### src/rtl/matrix_ctrl_if.sv
// Host/RAM/multiplier/UART signal bundle for the matrix multiplier sequencer.
// master = sequencer side, slave = surrounding datapath and UART.
interface matrix_ctrl_if #(
    parameter int MAX_N      = 8,
    parameter int ELEM_BYTES = 1,
    parameter int RES_BYTES  = 2
);
    localparam int ADDR_W = (MAX_N > 1) ? $clog2(MAX_N * MAX_N) : 1;
    localparam int SEL_W  = (RES_BYTES > 1) ? $clog2(RES_BYTES) : 1;
    localparam int SIZE_W = 4;

    logic                    rx_valid;
    logic [7:0]              rx_data;
    logic                    tx_busy;
    logic                    mult_done;
    logic                    rx_enable;
    logic                    wr_en_a;
    logic                    wr_en_b;
    logic [ADDR_W-1:0]       wr_addr;
    logic [8*ELEM_BYTES-1:0] wr_data;
    logic                    mult_start;
    logic [ADDR_W-1:0]       res_rd_addr;
    logic [SEL_W-1:0]        res_byte_sel;
    logic                    tx_start;
    logic [SIZE_W-1:0]       matrix_size;
    logic                    busy;
    logic                    done;
    logic                    err;
    logic [1:0]              err_code;
    logic [2:0]              state;

    modport master (
        input  rx_valid, rx_data, tx_busy, mult_done,
        output rx_enable, wr_en_a, wr_en_b, wr_addr, wr_data, mult_start,
               res_rd_addr, res_byte_sel, tx_start, matrix_size, busy, done,
               err, err_code, state
    );

    modport slave (
        output rx_valid, rx_data, tx_busy, mult_done,
        input  rx_enable, wr_en_a, wr_en_b, wr_addr, wr_data, mult_start,
               res_rd_addr, res_byte_sel, tx_start, matrix_size, busy, done,
               err, err_code, state
    );
endinterface

### src/rtl/matrix_ctrl_fsm.sv
// UART-driven sequencer: frames sync/size/A/B bytes into RAM writes, launches the
// multiplier, then streams the N*N result matrix back MSB first.
module matrix_ctrl_fsm #(
    parameter int         MAX_N      = 8,
    parameter int         ELEM_BYTES = 1,
    parameter int         RES_BYTES  = 2,
    parameter logic [7:0] SYNC_BYTE  = 8'hA5,
    parameter int         TIMEOUT    = 1000000
) (
    input  logic          clk,
    input  logic          rst_n,
    matrix_ctrl_if.master bus
);
    localparam int ADDR_W = (MAX_N > 1) ? $clog2(MAX_N * MAX_N) : 1;
    localparam int SEL_W  = (RES_BYTES > 1) ? $clog2(RES_BYTES) : 1;
    localparam int SIZE_W = 4;
    localparam int NN_W   = 2 * SIZE_W;
    localparam int DW     = 8 * ELEM_BYTES;
    localparam int BC_W   = (ELEM_BYTES > 1) ? $clog2(ELEM_BYTES) : 1;
    localparam int TMO_W  = $clog2(TIMEOUT + 1);

    typedef enum logic [2:0] {
        IDLE    = 3'd0,
        RX_SIZE = 3'd1,
        RX_A    = 3'd2,
        RX_B    = 3'd3,
        COMPUTE = 3'd4,
        TX      = 3'd5,
        ERROR   = 3'd6
    } state_t;

    state_t            state_q;
    logic              rx_en_q, wr_a_q, wr_b_q, mult_start_q, tx_start_q, done_q, err_q;
    logic [ADDR_W-1:0] wr_addr_q, elem_q, res_addr_q;
    logic [DW-1:0]     wr_data_q;
    logic [SEL_W-1:0]  sel_q;
    logic [SIZE_W-1:0] size_q;
    logic [1:0]        err_code_q;
    logic [BC_W-1:0]   bcnt_q;
    logic [TMO_W-1:0]  tmo_q;
    logic              pend_q, guard_q;

    logic [NN_W-1:0]   nn_last;
    logic              elem_last, byte_last, tx_last, size_ok, tmo_hit;

    assign nn_last   = NN_W'(size_q) * NN_W'(size_q) - NN_W'(1);
    assign elem_last = (NN_W'(elem_q) == nn_last);
    assign byte_last = (bcnt_q == BC_W'(ELEM_BYTES - 1));
    assign tx_last   = (NN_W'(res_addr_q) == nn_last) && (sel_q == SEL_W'(RES_BYTES - 1));
    assign size_ok   = (bus.rx_data[3:0] != 4'd0) && (bus.rx_data[3:0] <= 4'(MAX_N));
    assign tmo_hit   = (tmo_q == TMO_W'(TIMEOUT - 1));

    always_ff @(posedge clk or negedge rst_n) begin
        if (!rst_n) begin
            state_q      <= IDLE;
            rx_en_q      <= 1'b0;
            wr_a_q       <= 1'b0;
            wr_b_q       <= 1'b0;
            mult_start_q <= 1'b0;
            tx_start_q   <= 1'b0;
            done_q       <= 1'b0;
            err_q        <= 1'b0;
            wr_addr_q    <= '0;
            elem_q       <= '0;
            res_addr_q   <= '0;
            wr_data_q    <= '0;
            sel_q        <= '0;
            size_q       <= '0;
            err_code_q   <= '0;
            bcnt_q       <= '0;
            tmo_q        <= '0;
            pend_q       <= 1'b0;
            guard_q      <= 1'b0;
        end else begin
            wr_a_q       <= 1'b0;
            wr_b_q       <= 1'b0;
            mult_start_q <= 1'b0;
            tx_start_q   <= 1'b0;
            done_q       <= 1'b0;
            case (state_q)
                IDLE: begin
                    rx_en_q <= 1'b1;
                    tmo_q   <= '0;
                    if (bus.rx_valid && bus.rx_data == SYNC_BYTE) begin
                        state_q    <= RX_SIZE;
                        err_q      <= 1'b0;
                        err_code_q <= 2'b00;
                        elem_q     <= '0;
                        bcnt_q     <= '0;
                    end
                end
                RX_SIZE: begin
                    if (bus.rx_valid) begin
                        tmo_q <= '0;
                        if (size_ok) begin
                            size_q  <= bus.rx_data[3:0];
                            state_q <= RX_A;
                        end else begin
                            err_q      <= 1'b1;
                            err_code_q <= 2'b01;
                            rx_en_q    <= 1'b0;
                            state_q    <= ERROR;
                        end
                    end else if (tmo_hit) begin
                        err_q      <= 1'b1;
                        err_code_q <= 2'b10;
                        rx_en_q    <= 1'b0;
                        state_q    <= ERROR;
                    end else begin
                        tmo_q <= tmo_q + TMO_W'(1);
                    end
                end
                RX_A, RX_B: begin
                    if (bus.rx_valid) begin
                        tmo_q     <= '0;
                        wr_data_q <= (wr_data_q << 8) | DW'(bus.rx_data);
                        if (byte_last) begin
                            bcnt_q    <= '0;
                            wr_addr_q <= elem_q;
                            wr_a_q    <= (state_q == RX_A);
                            wr_b_q    <= (state_q == RX_B);
                            if (elem_last) begin
                                elem_q <= '0;
                                tmo_q  <= '0;
                                if (state_q == RX_A) begin
                                    state_q <= RX_B;
                                end else begin
                                    state_q      <= COMPUTE;
                                    rx_en_q      <= 1'b0;
                                    mult_start_q <= 1'b1;
                                end
                            end else begin
                                elem_q <= elem_q + ADDR_W'(1);
                            end
                        end else begin
                            bcnt_q <= bcnt_q + BC_W'(1);
                        end
                    end else if (tmo_hit) begin
                        err_q      <= 1'b1;
                        err_code_q <= 2'b10;
                        rx_en_q    <= 1'b0;
                        state_q    <= ERROR;
                    end else begin
                        tmo_q <= tmo_q + TMO_W'(1);
                    end
                end
                COMPUTE: begin
                    if (bus.mult_done) begin
                        state_q    <= TX;
                        res_addr_q <= '0;
                        sel_q      <= '0;
                        pend_q     <= 1'b0;
                        guard_q    <= 1'b0;
                    end
                end
                TX: begin
                    // tx_busy is not trusted in the request cycle or the one after it,
                    // giving the UART time to raise busy for the byte just requested.
                    if (tx_start_q) begin
                        guard_q <= 1'b1;
                    end else if (guard_q) begin
                        guard_q <= 1'b0;
                    end else if (!bus.tx_busy) begin
                        if (!pend_q) begin
                            tx_start_q <= 1'b1;
                            pend_q     <= 1'b1;
                        end else if (tx_last) begin
                            pend_q  <= 1'b0;
                            done_q  <= 1'b1;
                            rx_en_q <= 1'b1;
                            state_q <= IDLE;
                        end else begin
                            tx_start_q <= 1'b1;
                            if (sel_q == SEL_W'(RES_BYTES - 1)) begin
                                sel_q      <= '0;
                                res_addr_q <= res_addr_q + ADDR_W'(1);
                            end else begin
                                sel_q <= sel_q + SEL_W'(1);
                            end
                        end
                    end
                end
                ERROR: begin
                    rx_en_q <= 1'b1;
                    state_q <= IDLE;
                end
                default: begin
                    state_q <= IDLE;
                end
            endcase
        end
    end

    assign bus.rx_enable    = rx_en_q;
    assign bus.wr_en_a      = wr_a_q;
    assign bus.wr_en_b      = wr_b_q;
    assign bus.wr_addr      = wr_addr_q;
    assign bus.wr_data      = wr_data_q;
    assign bus.mult_start   = mult_start_q;
    assign bus.res_rd_addr  = res_addr_q;
    assign bus.res_byte_sel = sel_q;
    assign bus.tx_start     = tx_start_q;
    assign bus.matrix_size  = size_q;
    assign bus.busy         = (state_q != IDLE);
    assign bus.done         = done_q;
    assign bus.err          = err_q;
    assign bus.err_code     = err_code_q;
    assign bus.state        = state_q;
endmodule

### src/flat_wrapper.sv
// flat-port wrapper written by rule: the top's interface ports become plain ports
module matrix_ctrl_fsm_flat 
#(
    parameter int         MAX_N      = 8,
    parameter int         ELEM_BYTES = 1,
    parameter int         RES_BYTES  = 2,
    parameter logic [7:0] SYNC_BYTE  = 8'hA5,
    parameter int         TIMEOUT    = 1000000
)
  (clk, rst_n, bus_rx_valid, bus_rx_data, bus_tx_busy, bus_mult_done, bus_rx_enable, bus_wr_en_a, bus_wr_en_b, bus_wr_addr, bus_wr_data, bus_mult_start, bus_res_rd_addr, bus_res_byte_sel, bus_tx_start, bus_matrix_size, bus_busy, bus_done, bus_err, bus_err_code, bus_state);
  matrix_ctrl_if #(.MAX_N(MAX_N), .ELEM_BYTES(ELEM_BYTES), .RES_BYTES(RES_BYTES)) bus_i ();
  input  logic clk;
  input  logic rst_n;
  input wire logic [$bits(bus_i.rx_valid)-1:0] bus_rx_valid;
  input wire logic [$bits(bus_i.rx_data)-1:0] bus_rx_data;
  input wire logic [$bits(bus_i.tx_busy)-1:0] bus_tx_busy;
  input wire logic [$bits(bus_i.mult_done)-1:0] bus_mult_done;
  output wire logic [$bits(bus_i.rx_enable)-1:0] bus_rx_enable;
  output wire logic [$bits(bus_i.wr_en_a)-1:0] bus_wr_en_a;
  output wire logic [$bits(bus_i.wr_en_b)-1:0] bus_wr_en_b;
  output wire logic [$bits(bus_i.wr_addr)-1:0] bus_wr_addr;
  output wire logic [$bits(bus_i.wr_data)-1:0] bus_wr_data;
  output wire logic [$bits(bus_i.mult_start)-1:0] bus_mult_start;
  output wire logic [$bits(bus_i.res_rd_addr)-1:0] bus_res_rd_addr;
  output wire logic [$bits(bus_i.res_byte_sel)-1:0] bus_res_byte_sel;
  output wire logic [$bits(bus_i.tx_start)-1:0] bus_tx_start;
  output wire logic [$bits(bus_i.matrix_size)-1:0] bus_matrix_size;
  output wire logic [$bits(bus_i.busy)-1:0] bus_busy;
  output wire logic [$bits(bus_i.done)-1:0] bus_done;
  output wire logic [$bits(bus_i.err)-1:0] bus_err;
  output wire logic [$bits(bus_i.err_code)-1:0] bus_err_code;
  output wire logic [$bits(bus_i.state)-1:0] bus_state;
  assign bus_i.rx_valid = bus_rx_valid;
  assign bus_i.rx_data = bus_rx_data;
  assign bus_i.tx_busy = bus_tx_busy;
  assign bus_i.mult_done = bus_mult_done;
  assign bus_rx_enable = bus_i.rx_enable;
  assign bus_wr_en_a = bus_i.wr_en_a;
  assign bus_wr_en_b = bus_i.wr_en_b;
  assign bus_wr_addr = bus_i.wr_addr;
  assign bus_wr_data = bus_i.wr_data;
  assign bus_mult_start = bus_i.mult_start;
  assign bus_res_rd_addr = bus_i.res_rd_addr;
  assign bus_res_byte_sel = bus_i.res_byte_sel;
  assign bus_tx_start = bus_i.tx_start;
  assign bus_matrix_size = bus_i.matrix_size;
  assign bus_busy = bus_i.busy;
  assign bus_done = bus_i.done;
  assign bus_err = bus_i.err;
  assign bus_err_code = bus_i.err_code;
  assign bus_state = bus_i.state;
  matrix_ctrl_fsm #(.MAX_N(MAX_N), .ELEM_BYTES(ELEM_BYTES), .RES_BYTES(RES_BYTES), .SYNC_BYTE(SYNC_BYTE), .TIMEOUT(TIMEOUT)) u_core (.clk(clk), .rst_n(rst_n), .bus(bus_i));
endmodule
### config.mk
export PLATFORM = sky130hd
export DESIGN_NAME = matrix_ctrl_fsm_flat
export DESIGN_NICKNAME = d
export VERILOG_FILES = /design/src/rtl/matrix_ctrl_if.sv /design/src/rtl/matrix_ctrl_fsm.sv /design/src/flat_wrapper.sv
export SDC_FILE = /design/constraint.sdc
export NUM_CORES = 1
export LEC_CHECK = 0
export ABC_AREA = 1
export BUFFER_PORTS_ARGS = -buffer_cell sky130_fd_sc_hd__buf_2
export CORE_MARGIN = 2
export CORE_UTILIZATION = 48
export DETAILED_ROUTE_END_ITERATION = 7
export GPL_ROUTABILITY_DRIVEN = 0
export PLACE_DENSITY_LB_ADDON = 0.25
export SYNTH_ARGS = -nofsm -noshare
export SYNTH_HDL_FRONTEND = slang
export SYNTH_SLANG_ARGS = --single-unit
### constraint.sdc
create_clock -name clk -period 3.25 [get_ports clk]
set_input_delay 0.325 -clock clk [delete_from_list [all_inputs] [get_ports clk]]
set_output_delay 0.325 -clock clk [all_outputs]
set_load 0.05 [all_outputs]
# [After elaboration in Yosys (flattened, before gate mapping)]
# Index checks and enable logic that the tools add are counted.
[totals] regBits=66 latchBits=0 mem_bits_rw=0 romBits=0 input_bits=13 mem_count=0
[classes] n_addsub=6 n_mul=1 div_mod_pow=0 n_lt_le_gt_ge=1 n_eq_ne=27 n_shift=0 muxes=96 bitwise_logic=1 reduce_logical=27
[op_table] cell="$mux 6" count=11
[op_table] cell="$mux 1" count=53
[op_table] cell="$mux 3" count=14
[op_table] cell="$mux 20" count=2
[op_table] cell="$pmux 20 s2" count=1
[op_table] cell="$pmux 6 s2" count=2
[op_table] cell="$add 20x1->20 const B" count=1
[op_table] cell="$eq 20x20->1 const B" count=1
[op_table] cell="$eq 6x8->1" count=2
[op_table] cell="$ne 2x2->1 const B" count=8
[op_table] cell="$pmux 3 s5" count=1
[op_table] cell="$add 6x1->6 const B" count=2
[op_table] cell="$ne 3x3->1 const B" count=4
[op_table] cell="$mux 2" count=5
[op_table] cell="$reduce_and 10->1" count=1
[op_table] cell="$eq 3x3->1 const B" count=3
[op_table] cell="$reduce_and 3->1" count=3
[op_table] cell="$reduce_and 9->1" count=1
[op_table] cell="$eq 8x8->1 const B" count=1
[op_table] cell="$mul 4x4->8" count=1
[op_table] cell="$ne 2x1->1 const B" count=4
[op_table] cell="$pmux 1 s2" count=4
[op_table] cell="$reduce_and 4->1" count=2
[op_table] cell="$reduce_and 8->1" count=1
[op_table] cell="other kinds (20)" count=31

# [Longest topological paths before layout]
[logic_depth] ltp_word=10 ltp_mapped=19 depth_no_buf=19

# [Worst setup path after synthesis]
# OpenSTA, ideal clock, no wires.
[synth_path] path_kind="register to register" from="reg u_core.size_q[1] (netlist: u_core.bus.matrix_size[1])" to="reg u_core.state_q[0] (netlist: u_core.bus.state[0])" setup_ns=0.120 t_arrival_ns=3.199 t_required_ns=3.130 setup_slack_ns=-0.069 stages_incl_launch_ff=18 path_buffers=0 synth_period_minus_slack_ns=3.319 path_cell_list="dfrtp_1 > nand2_1 > ha_1 > xor2_1 > xor2_1 > ha_1 > ha_1 > or2_1 > nand3_1 > nand2_1 > nand2_1 > nand2_1 > nor2_4 > nand3_2 > nand2_4 > nand3_2 > nand2_1 > nand2_1"
[synth_between] elab_chain_cells=6 elab_cells_between_ends=8 cone_classes="add/sub: 1; mul: 1; eq/ne: 4; reduce/logical: 2"
[synth_lines] item="start, declared" line="matrix_ctrl_fsm.sv:37" rtl="logic [SIZE_W-1:0] size_q;"
[synth_lines] item="start signal, assigned" line="matrix_ctrl_fsm.sv:96" rtl="size_q <= bus.rx_data[3:0];"
[synth_lines] item="$mul 4x4->8 *" line="matrix_ctrl_fsm.sv:46" rtl="assign nn_last = NN_W'(size_q) * NN_W'(size_q) - NN_W'(1);"
[synth_lines] item="$sub 8x1->8 *" line="matrix_ctrl_fsm.sv:46"
[synth_lines] item="$eq 6x8->1" line="matrix_ctrl_fsm.sv:49" rtl="assign tx_last = (NN_W'(res_addr_q) == nn_last) && (sel_q == SEL_W'(RES_BYTES - 1));"
[synth_lines] item="$logic_and 1x1->1" line="matrix_ctrl_fsm.sv:49"
[synth_lines] item="$ne 2x1->1 (no line)"
[synth_lines] item="$reduce_and 9->1 (no line) *"
[synth_lines] item="end signal, assigned" line="matrix_ctrl_fsm.sv:55" rtl="state_q <= IDLE;"
[synth_lines] item="end signal, assigned" line="matrix_ctrl_fsm.sv:85" rtl="state_q <= RX_SIZE;"
[synth_lines] item="end signal, assigned" line="matrix_ctrl_fsm.sv:97" rtl="state_q <= RX_A;"
[synth_lines] item="end, declared" line="matrix_ctrl_fsm.sv:32" rtl="state_t state_q;"
# Every way passes the cells marked *; elsewhere a longest branch is shown, timed or not.
# A chain may end at the register's enable or synchronous reset.

# [Final worst setup path]
[layout_path] from="reg u_core.size_q[3] (netlist: u_core.bus.matrix_size[3])" to="reg u_core.state_q[2] (netlist: u_core.bus.state[2])"
# The elaborated chain is that of the path after synthesis.

==> results_dict.tcl <==
set metrics [dict create \
    p_int_mw 2.43 \
    whs_endpoint "u_core.bus.wr_data[6]$_DFFE_PN0P_" \
    synth_top_area_frac 0.395 \
    port_buffers 50 \
    hold_viol 0 \
    fin_worst_skew_ns 0.0104 \
    cts-buffers-inserted 9 \
    first_pass_iters 5 \
    grt_max_degree 41 \
    final_core_util 0.579 \
    syn2layout_area_growth_pct 16.2 \
    cts_sinks 65 \
    fin_crit_sh 0.940 \
    path_class "flop to flop" \
    drt_iter0_markers 189 \
    insertion_delay_ns 0.34 \
    cts-root-buf "clkbuf_8" \
    critPathCaptureType "flop" \
    synth_edf_count 0 \
    grt_pass1_vias 3793 \
    r2r-start "u_core.bus.matrix_size[3]$_DFFE_PN0P_" \
    synth_area_leaders "dfrtp_1, nand2_1, inv_1, nand3_1, nor2_1" \
    initial_core_util 0.498 \
    routed_via_density 5.29 \
    grt_usage 0.218 \
    ir_worst_vdd_mv 0.422 \
    clockBufferDepth 2 \
    p_seq_frac 0.236 \
    ant_nets 0 \
    max_cap_viol_count 0 \
    power_density_nw_per_um2 1010 \
    crit_fanout 7 \
    placeableCoreArea_um2 8260 \
    final_nets 643 \
    synth_warnings 0 \
    switching_power_mw 2.42 \
    setup_tns_ns 0 \
    overflow 0 \
    clock.fmax_mhz 327 \
    die_area_um2 9330 \
    synth_cell_types 40 \
    clk_pin_slew_worst_paths_ns 0.08 \
    wl_per_cell_um 13.7 \
    diodes 0 \
    drc_errors 0 \
    pwr-share-clk 0.177 \
    hp-class "primary input to flop" \
    ys.flop_type "dfrtp_1" \
    start_kind "flop" \
    syn_area_per_cell_um2 7.40 \
    synthCells 556 \
    syn_nets 580 \
    hold_depth 3 \
    outcome "finished, final reports clean" \
    ys_seq_area_frac 0.395 \
    pwr-share-comb 0.587 \
    worst_pin_slew_ns 0.619 \
    async_flop_share 1.00 \
    drive_gt1_frac 0.202 \
    syn-cell-area_um2 4120 \
    dp_hpwl_um 7570 \
    r2r_slack_ns 0.20 \
    chipHeight_um 96.6 \
    netSwitchingFraction 0.499 \
    setup_viol 0 \
    r2r-end "u_core.bus.state[2]$_DFFE_PN0P_" \
    slew_violations 0 \
    synth_top_area_cell "dfrtp_1" \
    fp-row-count 33 \
    ys_ff_latch 65 \
    timing.critical_path.required_ns 3.49 \
    die_w_um 96.6 \
    leakagePower_nw 2.43 \
    relSlewSlack 0.587 \
    min_from "bus_rx_data[6]" \
    vias 3858 \
    grt_pass1_wl_um 17000 \
    critPathLaunch "u_core.bus.matrix_size[3]$_DFFE_PN0P_" \
    drt_wl_total_um 9980 \
    reg2regPathDepth 17 \
    antenna_found_initial 0 \
    n_fill_cell 767 \
    pin_count 51 \
    finalCriticalPeriod_ns 3.05 \
    ctsHtreeMaxLevel 3 \
    rsz0062_at_grt "no" \
    cp.arrival_ns 3.29 \
    cts_tree "yes" \
]
[repair_timing]
action | 4_1_cts | 5_1_grt
setup buffers | 0 | 6
setup endpoints to repair | 0 | 10
hold buffers | 1 | 0
resized for setup | 0 | 1
hold endpoints to repair | 12 | 0
[cells by family (layout without fill, tap and decap cells)]
logic type | Yosys count | after routing | synth area share
and+or+nand+nor | 303 | 303 | 0.346
xor gates and xnor gates | 16 | 16 | 0.0359
adders and majority gates | 11 | 11 | 0.0334
AOI/OAI and AO/OA | 72 | 72 | 0.0991
DFF | 65 | 65 | 0.395
buffers and inverters | 89 | 157 | 0.0909
[synth_stat cells, types with 2 or more instances]
cell type	n
a21oi_1	19
a21oi_2	2
buf_2	4
buf_4	2
buf_6	3
dfrtp_1	65
ha_1	11
inv_1	73
inv_2	5
inv_4	2
nand2_1	137
nand2_2	10
nand2_4	2
nand3_1	45
nand3_2	3
nand3b_1	3
nand4_1	16
nor2_1	57
nor2_2	6
nor2_4	5
nor3_1	9
nor4_1	3
o21ai_0	35
o21ai_1	3
o21ai_2	3
o22ai_1	4
or2_2	2
xor2_1	15
[stage by stage]
stage / hold WS (ns) / setup WS [ns] / cell area (um^2) / total power [mW] / std cells
final: 0.211 / 0.197 / 4780 / 4.85 / 729
after floorplan: 0.0294 / 0.133 / 4120 / 3.29 / 556
after global placement: 0.366 / 0.247 / 4460 / 3.77 / 706
after CTS: 0.199 / 0.113 / 4730 / 4.70 / 723
after global routing: 0.225 / 0.0553 / 4780 / 5.22 / 729
after detailed placement: 0.367 / 0.121 / 4460 / 3.82 / 706
[state kept, by name, indices dropped and copies added (netlist names)]
name,cells
u_core.pend_q,1
u_core.bus.matrix_size,4
u_core.bus.wr_data,8
u_core.tmo_q,20
u_core.bus.wr_addr,6
u_core.bus.err_code,2
u_core.bus.err,1
u_core.bus.res_rd_addr,6
u_core.bus.res_byte_sel,1
u_core.bus.wr_en_b,1
u_core.elem_q,6
u_core.bus.state,3
u_core.bus.rx_enable,1
u_core.guard_q,1
u_core.bus.done,1
u_core.bus.tx_start,1
u_core.bus.wr_en_a,1
u_core.bus.mult_start,1
[layout make-up]
type / instances / area, um^2 / share of cell area
tap: 105 / 131 / 0.0275
timing repair buffer: 61 / 335 / 0.0701
multi-input combinational: 402 / 2130 / 0.445
inverter: 80 / 305 / 0.0638
sequential: 65 / 1630 / 0.341
clock buffer: 10 / 138 / 0.0288
clock inverter: 6 / 115 / 0.0241
[layout by cell type, fill, tap and decap left out, types with 3 or more instances in the layout]
cell,count
dfrtp_2,3
o21ai_2,3
buf_4,10
nand2_1,137
clkbuf_8,10
o21ai_1,3
inv_1,73
nor2_4,5
xor2_1,15
nor2_1,57
nor4_1,3
o21ai_0,35
nand3_1,45
a21oi_1,19
nand3_2,3
nand4_1,16
nand3b_1,3
nor3_1,9
inv_2,5
nand2_2,10
buf_2,50
bufinv_16,3
o22ai_1,4
ha_1,10
dfrtp_1,62
nor2_2,6
[how the worst max path moves through the flow]
stage | slack (ns) | end
after floorplan | 0.13 | u_core.bus.state[0]$_DFFE_PN0P_
after global placement | 0.25 | u_core.bus.state[2]$_DFFE_PN0P_
after detailed placement | 0.12 | u_core.bus.state[0]$_DFFE_PN0P_
after CTS | 0.11 | u_core.bus.state[2]$_DFFE_PN0P_
after global routing | 0.06 | u_core.bus.state[2]$_DFFE_PN0P_
final | 0.20 | u_core.bus.state[2]$_DFFE_PN0P_
[routing by layer]
layer / vias up / global-route usage / part of all wire
li1: 1914 / - / -
met1: 1807 / 0.267 / 0.43
met2: 117 / 0.388 / 0.51
met3: 20 / 0.0289 / 0.039
met4: 0 / 0.0867 / 0.020
met5: - / 0 / 0
[power groups by stage]
stage	clock [mW]	combinational (mW)	sequential (mW)
2_1_floorplan	0	1.69	1.60
3_5_place_dp	0	2.66	1.17
6_report	0.859	2.85	1.14
3_3_place_gp	0	2.61	1.16
5_1_grt	0.907	3.14	1.17
4_1_cts	0.879	2.67	1.15
[worst max-delay path, cell delays in order, from the launching register on]
cell and delay, ns:
dfrtp_2 0.43, nand2_1 0.13, ha_1 0.25, xor2_1 0.17, xor2_1 0.15, ha_1 0.34, ha_4 0.27, or2_1 0.25
nand3_1 0.13, nand2_1 0.06, nand2_1 0.06, nand2_1 0.08, nor2_4 0.16, nand3_2 0.13, nand2_4 0.13, nand3_2 0.09
nand2_1 0.07, nand2_1 0.06
(Power assumes the default switching activity.)
